==> config.mk <==
export PLATFORM = sky130hd
export DESIGN_NAME = control_m_axi_read_master_ctrl
export DESIGN_NICKNAME = d
export VERILOG_FILES = /design/src/rtl/control_m_axi_read_master_ctrl.sv
export SDC_FILE = /design/constraint.sdc
export NUM_CORES = 1
export LEC_CHECK = 0
export CORE_AREA = 2 2 473 475
export CTS_BUF_LIST = sky130_fd_sc_hd__clkbuf_4 sky130_fd_sc_hd__clkbuf_8
export DETAILED_ROUTE_END_ITERATION = 6
export DIE_AREA = 0 0 475 477
export GPL_ROUTABILITY_DRIVEN = 0
export SYNTH_ARGS = -nofsm -noshare
export SYNTH_HDL_FRONTEND = slang
export SYNTH_SLANG_ARGS = --single-unit
==> constraint.sdc <==
create_clock -name clk -period 10 [get_ports clk]
set_clock_uncertainty 0.15 [all_clocks]
set_input_delay 2 -clock clk [delete_from_list [all_inputs] [get_ports clk]]
set_output_delay 2 -clock clk [all_outputs]
set_load 0.02 [all_outputs]
==> src/rtl/control_m_axi_read_master_ctrl.sv <==
// rtl/control_m_axi_read_master_ctrl.sv - AXI4 read-master burst controller with AXI-Stream output
module control_m_axi_read_master_ctrl #(
    parameter int C_M_AXI_ADDR_WIDTH = 64,
    parameter int C_M_AXI_DATA_WIDTH = 512,
    parameter int C_XFER_SIZE_WIDTH  = 32,
    parameter int C_BURST_LEN        = 64,
    parameter int C_MAX_OUTSTANDING  = 16
) (
    input  logic                          clk,
    input  logic                          rst,
    input  logic                          ctrl_start,
    input  logic [C_M_AXI_ADDR_WIDTH-1:0] ctrl_offset,
    input  logic [C_XFER_SIZE_WIDTH-1:0]  ctrl_length,
    output logic                          ctrl_done,
    output logic                          m_axi_arvalid,
    input  logic                          m_axi_arready,
    output logic [C_M_AXI_ADDR_WIDTH-1:0] m_axi_araddr,
    output logic [7:0]                    m_axi_arlen,
    input  logic                          m_axi_rvalid,
    output logic                          m_axi_rready,
    input  logic [C_M_AXI_DATA_WIDTH-1:0] m_axi_rdata,
    input  logic                          m_axi_rlast,
    output logic                          m_axis_tvalid,
    input  logic                          m_axis_tready,
    output logic [C_M_AXI_DATA_WIDTH-1:0] m_axis_tdata,
    output logic                          m_axis_tlast
);

    localparam int AW        = C_M_AXI_ADDR_WIDTH;
    localparam int XW        = C_XFER_SIZE_WIDTH;
    localparam int BURST_LOG = $clog2(C_BURST_LEN);
    localparam int OUT_W     = $clog2(C_MAX_OUTSTANDING + 1);
    localparam logic [AW-1:0]    BURST_BYTES = AW'(C_BURST_LEN * (C_M_AXI_DATA_WIDTH / 8));
    localparam logic [XW-1:0]    ONE_X       = XW'(1);
    localparam logic [XW-1:0]    BURST_MASK  = XW'(C_BURST_LEN - 1);
    localparam logic [OUT_W-1:0] ONE_O       = OUT_W'(1);
    localparam logic [OUT_W-1:0] MAX_O       = OUT_W'(C_MAX_OUTSTANDING);

    typedef enum logic [1:0] {S_IDLE, S_ISSUE, S_DRAIN, S_DONE} state_t;

    state_t           state_q;
    logic [XW-1:0]    len_q;
    logic [XW-1:0]    beat_cnt_q;
    logic [XW-1:0]    bursts_left_q;
    logic [AW-1:0]    next_addr_q;
    logic [OUT_W-1:0] outst_q;
    logic [OUT_W-1:0] outst_d;
    logic             arvalid_q;
    logic [AW-1:0]    araddr_q;
    logic [7:0]       arlen_q;
    logic             done_q;

    logic             busy;
    logic             ar_hs;
    logic             r_hs;
    logic             r_burst_end;
    logic             final_beat;
    logic             raise_ar;
    logic [XW-1:0]    start_bursts;
    logic [7:0]       last_arlen;

    assign busy        = (state_q == S_ISSUE) || (state_q == S_DRAIN);
    assign ar_hs       = arvalid_q & m_axi_arready;
    assign r_hs        = m_axi_rvalid & m_axi_rready;
    assign r_burst_end = r_hs & m_axi_rlast;
    assign final_beat  = r_hs & m_axis_tlast;

    assign m_axi_rready  = m_axis_tready & busy;
    assign m_axis_tvalid = m_axi_rvalid & busy;
    assign m_axis_tdata  = m_axi_rdata;
    // Transfer-level last is derived from the beat count, not from per-burst rlast.
    assign m_axis_tlast  = busy && (beat_cnt_q == len_q - ONE_X);

    assign m_axi_arvalid = arvalid_q;
    assign m_axi_araddr  = araddr_q;
    assign m_axi_arlen   = arlen_q;
    assign ctrl_done     = done_q;

    assign start_bursts = (ctrl_length >> BURST_LOG) + XW'(|ctrl_length[BURST_LOG-1:0]);
    assign last_arlen   = 8'((len_q - ONE_X) & BURST_MASK);

    always_comb begin
        outst_d = outst_q;
        if (ar_hs && !r_burst_end) begin
            outst_d = outst_q + ONE_O;
        end else if (!ar_hs && r_burst_end && (outst_q != '0)) begin
            outst_d = outst_q - ONE_O;
        end
    end

    // Looking at the post-edge count lets AR issue back-to-back without overshooting the cap.
    assign raise_ar = (state_q == S_ISSUE) && (bursts_left_q != '0) &&
                      (!arvalid_q || ar_hs) && (outst_d < MAX_O);

    always_ff @(posedge clk) begin
        if (rst) begin
            state_q       <= S_IDLE;
            len_q         <= '0;
            beat_cnt_q    <= '0;
            bursts_left_q <= '0;
            next_addr_q   <= '0;
            outst_q       <= '0;
            arvalid_q     <= 1'b0;
            araddr_q      <= '0;
            arlen_q       <= '0;
            done_q        <= 1'b0;
        end else begin
            done_q  <= 1'b0;
            outst_q <= outst_d;
            if (r_hs) begin
                beat_cnt_q <= beat_cnt_q + ONE_X;
            end
            if (ar_hs) begin
                arvalid_q <= 1'b0;
            end
            if (raise_ar) begin
                arvalid_q     <= 1'b1;
                araddr_q      <= next_addr_q;
                arlen_q       <= (bursts_left_q == ONE_X) ? last_arlen : 8'(C_BURST_LEN - 1);
                next_addr_q   <= next_addr_q + BURST_BYTES;
                bursts_left_q <= bursts_left_q - ONE_X;
            end
            case (state_q)
                S_IDLE: begin
                    if (ctrl_start) begin
                        len_q         <= ctrl_length;
                        next_addr_q   <= ctrl_offset;
                        bursts_left_q <= start_bursts;
                        beat_cnt_q    <= '0;
                        if (ctrl_length == '0) begin
                            state_q <= S_DONE;
                            done_q  <= 1'b1;
                        end else begin
                            state_q <= S_ISSUE;
                        end
                    end
                end
                S_ISSUE: begin
                    if (ar_hs && (bursts_left_q == '0)) begin
                        state_q <= S_DRAIN;
                    end
                end
                S_DRAIN: begin
                    if (final_beat) begin
                        state_q <= S_DONE;
                        done_q  <= 1'b1;
                    end
                end
                S_DONE: begin
                    state_q <= S_IDLE;
                end
                default: begin
                    state_q <= S_IDLE;
                end
            endcase
        end
    end

endmodule

==> results of run 1 <==
## per-layer routing
layer | part of all wire (%) | vias to the layer above
li1 | - | 5667
met3 | 22 | 429
met2 | 47 | 940
met1 | 20 | 5675
met5 | 0.069 | -
met4 | 11 | 4
## area by class of cell
cell class | instances | area share [%]
Inverter | 24 | 0.489
Multi-Input combinational cell | 1175 | 37.0
Timing Repair Buffer | 193 | 10.4
Antenna cell | 20 | 0.272
Clock inverter | 25 | 1.18
Clock buffer | 63 | 4.50
Tap cell | 2975 | 20.2
Sequential cell | 239 | 26.0
## layout by cell type (no fill, tap or decap), types with 15 or more instances in the layout
cell type	count
sky130_fd_sc_hd__nand2_1	278
sky130_fd_sc_hd__dfxtp_1	239
sky130_fd_sc_hd__clkdlybuf4s50_1	176
sky130_fd_sc_hd__nor2_1	166
sky130_fd_sc_hd__a21oi_1	124
sky130_fd_sc_hd__xnor2_1	90
sky130_fd_sc_hd__xor2_1	75
sky130_fd_sc_hd__a211oi_1	67
sky130_fd_sc_hd__clkbuf_8	57
sky130_fd_sc_hd__nand4_1	53
sky130_fd_sc_hd__nand3_1	46
sky130_fd_sc_hd__nor3_1	34
sky130_fd_sc_hd__nor4_1	29
sky130_fd_sc_hd__or3_1	25
sky130_fd_sc_hd__o21ai_0	25
sky130_fd_sc_hd__inv_1	24
sky130_fd_sc_hd__and3_1	22
sky130_fd_sc_hd__diode_2	20
sky130_fd_sc_hd__a311oi_1	15
## per-stage QoR
stage / setup WS (ns) / hold WS [ns] / std cells / util [%] / power [µW]
final: 3.58 / 0.304 / 4714 / 8.32 / 3640
after global routing: 3.22 / 0.324 / 4711 / 8.32 / 3880
after CTS: 3.52 / 0.305 / 4694 / 8.30 / 3730
after detailed placement: 3.98 / 0.297 / 4606 / 7.83 / 2520
after global placement: 3.99 / 0.288 / 4606 / 7.83 / 2490
after floorplan: 4.92 / 0.282 / 2049 / - / 2360
## power by group through the flow
stage | Clock, µW | Combinational (µW) | Sequential [µW]
after floorplan | 0 | 1070 | 1290
after global placement | 0 | 1200 | 1290
after detailed placement | 0 | 1220 | 1300
after CTS | 1220 | 1230 | 1280
after global routing | 1250 | 1330 | 1300
final | 1150 | 1210 | 1280
## flip-flops by register name (all words and copies together) (netlist names)
register,flops
ctrl_done,1
m_axi_arlen,6
m_axi_araddr,64
m_axi_arvalid,1
state_q,2
outst_q,5
next_addr_q,64
bursts_left_q,32
len_q,32
beat_cnt_q,32
## worst max path at each step
| stage | endpoint | slack, ns | depth (start not counted) |
|---|---|---|---|
| 6_report | m_axis_tlast | 3.58 | 9 |
| 5_1_grt | m_axis_tlast | 3.22 | 9 |
| 4_1_cts | m_axis_tlast | 3.52 | 9 |
| 3_5_place_dp | m_axis_tvalid | 3.98 | 3 |
| 3_3_place_gp | m_axis_tvalid | 3.99 | 3 |
| 2_1_floorplan | m_axis_tlast | 4.92 | 10 |
## critical path: cells and delay by family, from the launching register on
kind	cells	cell delay, ns
adders and majority gates	1	0.24
buffers and inverters	2	0.82
DFF	1	0.39
AOI/OAI and AO/OA	1	0.25
and+or+nand+nor	5	1.92
## Yosys cell counts, types with 3 or more instances
cell type and number:
sky130_fd_sc_hd__dfxtp_1 239, sky130_fd_sc_hd__nand2_1 279, sky130_fd_sc_hd__o211ai_1 4, sky130_fd_sc_hd__buf_1 10, sky130_fd_sc_hd__nor2b_1 5, sky130_fd_sc_hd__inv_1 24, sky130_fd_sc_hd__nor2_1 167, sky130_fd_sc_hd__or3_1 25
sky130_fd_sc_hd__a311oi_1 15, sky130_fd_sc_hd__a31oi_1 5, sky130_fd_sc_hd__a211oi_1 67, sky130_fd_sc_hd__a211o_1 3, sky130_fd_sc_hd__ha_1 12, sky130_fd_sc_hd__nand2b_1 9, sky130_fd_sc_hd__xor2_1 75, sky130_fd_sc_hd__xnor2_1 90
sky130_fd_sc_hd__o41ai_1 3, sky130_fd_sc_hd__or2_2 5, sky130_fd_sc_hd__o21ai_0 25, sky130_fd_sc_hd__and3_1 22, sky130_fd_sc_hd__and2_1 8, sky130_fd_sc_hd__nor4_1 29, sky130_fd_sc_hd__nor3_1 34, sky130_fd_sc_hd__nand4_1 53
sky130_fd_sc_hd__buf_2 3, sky130_fd_sc_hd__or4_1 10, sky130_fd_sc_hd__a21oi_1 124, sky130_fd_sc_hd__and4_1 8, sky130_fd_sc_hd__nand3b_1 3, sky130_fd_sc_hd__nand3_1 46, sky130_fd_sc_hd__clkbuf_1 82, sky130_fd_sc_hd__buf_4 514
## cell families after synthesis
logic type,Yosys count
and+or+nand+nor,724
buffers and inverters,635
AOI/OAI and AO/OA,269
DFF,239
xor gates and xnor gates,166
adders and majority gates,12
muxes,2
other,1
==> out/qor.txt, run 1 <==
Fin. max-slew vios: 0
Power Density: 197 nW/µm²
Worst Hold Endpoint: m_axi_araddr[20]
Tightest Hold Check Type: flip-flop to flip-flop
Share of the synthesized area in the top cell type: 30.1%
Critical path endpoint category: output pin
Synth Register Bits: 239
Share of total power in combinational logic: 33.3%
Mean Syn Cell Area: 7.76 µm²
Cell count of the worst hold path: 2
Met3 Track Usage GR: 9.24%
Logic depth of the worst register-to-register path: 10
Proportion of synthesized area in mux cells: 0.126%
Setup repair after global routing missed its margin: no
Clock sink total: 239
Synth area leader: sky130_fd_sc_hd__dfxtp_1
Combinational family with the most area after synthesis: buffers and inverters
Type of the worst setup path: flip-flop to output pin
Sequential group share of total power: 35.2%
Post-detailed-route DRC marker count: 0
Maximum VDD drop: 0.0973 mV
Storage cell area: 4780 µm²
Number of warnings issued by yosys: 0
GRT met1 Usage: 5.34%
Post-cts repair resize count: 0
Launch instance of the worst min-delay path: m_axi_araddr[20]
Die extent in x: 475 µm
Most used flip-flop cell after synthesis: sky130_fd_sc_hd__dfxtp_1
Clk slew on worst S/H paths: 0.07 ns
Drt via density: 2.70
Library cells used by synthesis: 69
Combined global-route utilization of all metal layers: 9.29%
Clock tree from TritonCTS: yes
Max-cap viol count: 0
Leakage power: 0.00520 µW
CP arrival: 4.27 ns
Cell internal pwr: 2160 µW
Port Buf Inserts: 177
Vias: 12700
Final Hold Viols: 0
Vias in the first global route: 12500
Detailed placement HPWL: 93.4 mm
Netlist area before placement: 15900 µm²
Insertion delay to the later sink of the worst-skew pair: 0.73 ns
Synth Area in Simple Gates: 21.6%
Max-Slew Margin vs Limit: 21.4%
Share of async-settable or async-resettable flops after synthesis: 0%
Hold buffers post-CTS: 0
Area post-placement: 17300 µm²
R2r endpoint: next_addr_q[14]
Detailed router's first-iteration violation count: 593
CP startpoint: len_q[0]
# IOs: 1204
Worst Tran Pin Value: 1.18 ns
First-pass GRT wire length: 136 mm
Antenna violation net count after detailed routing: 0
Number of H-tree levels: 2
Number of placement rows: 173
Worst reg-to-reg setup slack: 5.60 ns
Area of the multi-input gates: 6820 µm²
Number of inserted filler cells in the final layout: 25800
Kind of launch point of the worst setup path: flip-flop
Minimum period implied by the final worst setup slack: 6.42 ns
Die height: 477 µm
Complex-gate fraction of the synthesized area: 10.7%
Number of clock buffers inserted by TritonCTS: 47
Area of all placed cells without fillers: 18400 µm²
GRT met2 Usage: 15.1%
Critical path's slowest cell: sky130_fd_sc_hd__clkdlybuf4s50_1
Cell chain of the critical path: inv_1 -> ha_1 -> nor4b_1 -> nand4_2 -> or4_1 -> o21ai_0 -> nand4_1 -> nor4_1 -> clkdlybuf4s50_1
Ratio of cells with drive above 1 in the final layout: 7.33%
Top fanout value on the critical path: 10
Clock Tree Buf Depth: 3
Stage delay of the slowest cell on the critical path: 0.72 ns
DIE AREA: 227000 µm²
Top area cells in the synthesized netlist: sky130_fd_sc_hd__dfxtp_1 (30%), sky130_fd_sc_hd__buf_4 (24%), sky130_fd_sc_hd__nand2_1 (6.6%), sky130_fd_sc_hd__xnor2_1 (5.0%), sky130_fd_sc_hd__xor2_1 (4.1%)
Number of antenna violations at the first check in global routing: 30
Final count of negative-setup-slack endpoints: 0
Data required time of the worst path: 7.85 ns
Most Used Layer, Global Route: met2
Arithmetic-cell share of the synthesized area counting full adders, half adders and majority gates: 0.945%
Pin count of the biggest net entering global routing: 139
Number of cells produced by synthesis: 2048
Standard cell core area: 221000 µm²
DR WL/cell: 23.4 µm
Final global-route overflow total: 0
XOR/XNOR share of the synthesized area: 9.23%
Drt total wl: 110 mm
Status: finished clean
Post-CTS Repair Setup Buffers: 0
Proportion of power drawn by the clock network: 31.5%
Switching Power: 1470 µW
Portion of the post-synthesis area used by sequential elements: 30.1%
Number of enable-type register cells in the synthesized netlist: 0
Switching power as a share of total power: 40.5%
Area added between synthesis and finish: 16.0%
Initial core utilization: 7.18%
Post-Route Setup TNS: 0 ns
Length of the first detailed-routing pass in iterations: 7
Final Cycle Share: 64.2%
Max Freq: 156 MHz
Final-stage net count: 2307
Startpoint of the worst-slack reg-to-reg timing path: bursts_left_q[1]
Clock tree root driver cell: sky130_fd_sc_hd__clkbuf_8
No activity file was read; power rests on OpenSTA's default activity.
==> run 2: changes to the inputs <==
==> constraint.sdc (replaced) <==
create_clock -name clk -period 5.4 [get_ports clk]
set_clock_uncertainty 0.15 [all_clocks]
set_input_delay 1.08 -clock clk [delete_from_list [all_inputs] [get_ports clk]]
set_output_delay 1.08 -clock clk [all_outputs]
set_load 0.02 [all_outputs]
==> run 2 against run 1 <==
Register-to-register slack worse by 4.4 ns. Die area stayed put. Non-clock buffer count grew 6. Hold slack better by 0.0012 ns.
==> out/qor.txt, run 2 (same netlist as run 1, synthesis figures left out) <==
Initial core utilization: 7.18%
Share of total power in combinational logic: 33.4%
Post-cts repair resize count: 3
Number of H-tree levels: 2
# IOs: 1204
Final Cycle Share: 89.7%
WP buf/inv: 2
Leakage power: 0.00525 µW
DR WL/cell: 23.4 µm
Number of placement rows: 173
Worst reg-to-reg setup slack: 1.21 ns
Cell chain of the critical path: inv_1 -> ha_1 -> nor4b_2 -> nand4_2 -> or4_1 -> o21ai_0 -> nand4_1 -> nor4_1 -> dlymetal6s2s_1
Final Core Density: 8.34%
Top fanout value on the critical path: 10
Logic depth of the worst register-to-register path: 9
Sequential group share of total power: 35.2%
Vias in the first global route: 12300
Clk slew on worst S/H paths: 0.06 ns
Post-detailed-route DRC marker count: 0
Power Density: 364 nW/µm²
Tightest Hold Check Type: flip-flop to flip-flop
Launch instance of the worst min-delay path: m_axi_araddr[44]
Standard cell core area: 221000 µm²
Antenna violation net count after detailed routing: 0
Number of inserted filler cells in the final layout: 25800
Insertion delay to the later sink of the worst-skew pair: 0.71 ns
Number of clock buffers inserted by TritonCTS: 46
Startpoint of the worst-slack reg-to-reg timing path: bursts_left_q[1]
Final Hold Viols: 0
Combined global-route utilization of all metal layers: 9.30%
Detailed placement HPWL: 94.2 mm
Worst path setup slack after routing: 0.554 ns
Final Hold Slack: 0.305 ns
Cell count of the worst hold path: 2
Placement Setup Slack: 0.486 ns
Length of the first detailed-routing pass in iterations: 5
Number of antenna violations at the first check in global routing: 35
Drt via density: 2.71
Drt total wl: 110 mm
Maximum VDD drop: 0.207 mV
Minimum period implied by the final worst setup slack: 4.85 ns
Cell type group with the largest total delay on the critical path: simple AND/OR/NAND/NOR gates
Die extent in x: 475 µm
Critical path's slowest cell: sky130_fd_sc_hd__or4_1
Clock tree root driver cell: sky130_fd_sc_hd__clkbuf_8
Final-stage net count: 2312
Final global-route overflow total: 0
Stage delay of the slowest cell on the critical path: 0.54 ns
Kind of launch point of the worst setup path: flip-flop
Clock Tree Buf Depth: 3
Setup repair after global routing missed its margin: no
R2r endpoint: m_axi_araddr[36]
Switching power as a share of total power: 39.9%
Max-Slew Margin vs Limit: 24.8%
Most common library cell in the layout ignoring fill and taps: sky130_fd_sc_hd__nand2_1
Switching Power: 2680 µW
Clock tree from TritonCTS: yes
Most frequent cells in the layout: sky130_fd_sc_hd__nand2_1 (278), sky130_fd_sc_hd__dfxtp_1 (239), sky130_fd_sc_hd__clkdlybuf4s50_1 (175)
Post-CTS Repair Setup Buffers: 0
Final count of negative-setup-slack endpoints: 0
Port Buf Inserts: 177
Worst Tran Pin Value: 1.13 ns
Post-Route Setup TNS: 0 ns
Data required time of the worst path: 4.17 ns
Clock sink total: 239
Status: finished clean
Ratio of cells with drive above 1 in the final layout: 7.62%
Proportion of power drawn by the clock network: 31.4%
Die height: 477 µm
Type of the worst setup path: flip-flop to output pin
Detailed router's first-iteration violation count: 887
Hold buffers post-CTS: 0
Pin count of the biggest net entering global routing: 86
Max Freq: 206 MHz
CP arrival: 3.62 ns
Cell internal pwr: 4040 µW
Area added between synthesis and finish: 16.2%
Critical path endpoint category: output pin
Fin. max-slew vios: 0
First-pass GRT wire length: 136 mm
Worst Hold Endpoint: m_axi_araddr[44]
Vias: 12700
DIE AREA: 227000 µm²
Max-cap viol count: 0
[run 2: layer usage]
metal / routed length [µm] / global-route usage (%)
met1: 22400 / 5.44
met2: 52400 / 15.8
met3: 24300 / 9.14
met4: 11000 / 7.79
met5: 87 / 0.213
[run 2: worst max-delay path by stage]
stage / slack [ns] / to / cells past startpoint / startpoint
after floorplan: 1.24 / m_axis_tlast / 10 / len_q[16]
after global placement: 0.46 / next_addr_q[40] / 8 / m_axi_rvalid
after detailed placement: 0.49 / next_addr_q[42] / 8 / m_axi_rvalid
after CTS: 0.08 / m_axis_tlast / 9 / len_q[0]
after global routing: 0.23 / m_axis_tlast / 11 / len_q[0]
final: 0.55 / m_axis_tlast / 9 / len_q[0]
[run 2: tightest hold or removal path, delay by kind of cell, from the launching register on]
family	cells	cell delay, ns
DFF	1	0.31
and+or+nand+nor	1	0.05
AOI/OAI and AO/OA	1	0.05
[run 2: stage by stage]
step	power (µW)	cells	area [µm²]
4_1_cts	6850	4695	18400
3_3_place_gp	4610	4612	17400
6_report	6710	4704	18500
2_1_floorplan	4370	2049	15900
3_5_place_dp	4640	4612	17400
5_1_grt	7130	4701	18500
[run 2: power groups by stage]
| stage | sequential, µW | clock, µW | combinational (µW) |
|---|---|---|---|
| 2_1_floorplan | 2380 | 0 | 1980 |
| 3_3_place_gp | 2380 | 0 | 2230 |
| 3_5_place_dp | 2390 | 0 | 2250 |
| 4_1_cts | 2360 | 2230 | 2270 |
| 5_1_grt | 2400 | 2260 | 2470 |
| 6_report | 2360 | 2110 | 2240 |
[run 2: area by class of cell]
type | count | area (µm²) | share of cell area (%)
antenna | 9 | 22.5 | 0.122
clock buffer | 71 | 915 | 4.95
clock inverter | 12 | 130 | 0.704
inverter | 24 | 90.1 | 0.488
multi-input combinational | 1175 | 6840 | 37.0
sequential | 239 | 4780 | 25.9
tap | 2975 | 3720 | 20.2
timing repair buffer | 199 | 1970 | 10.6
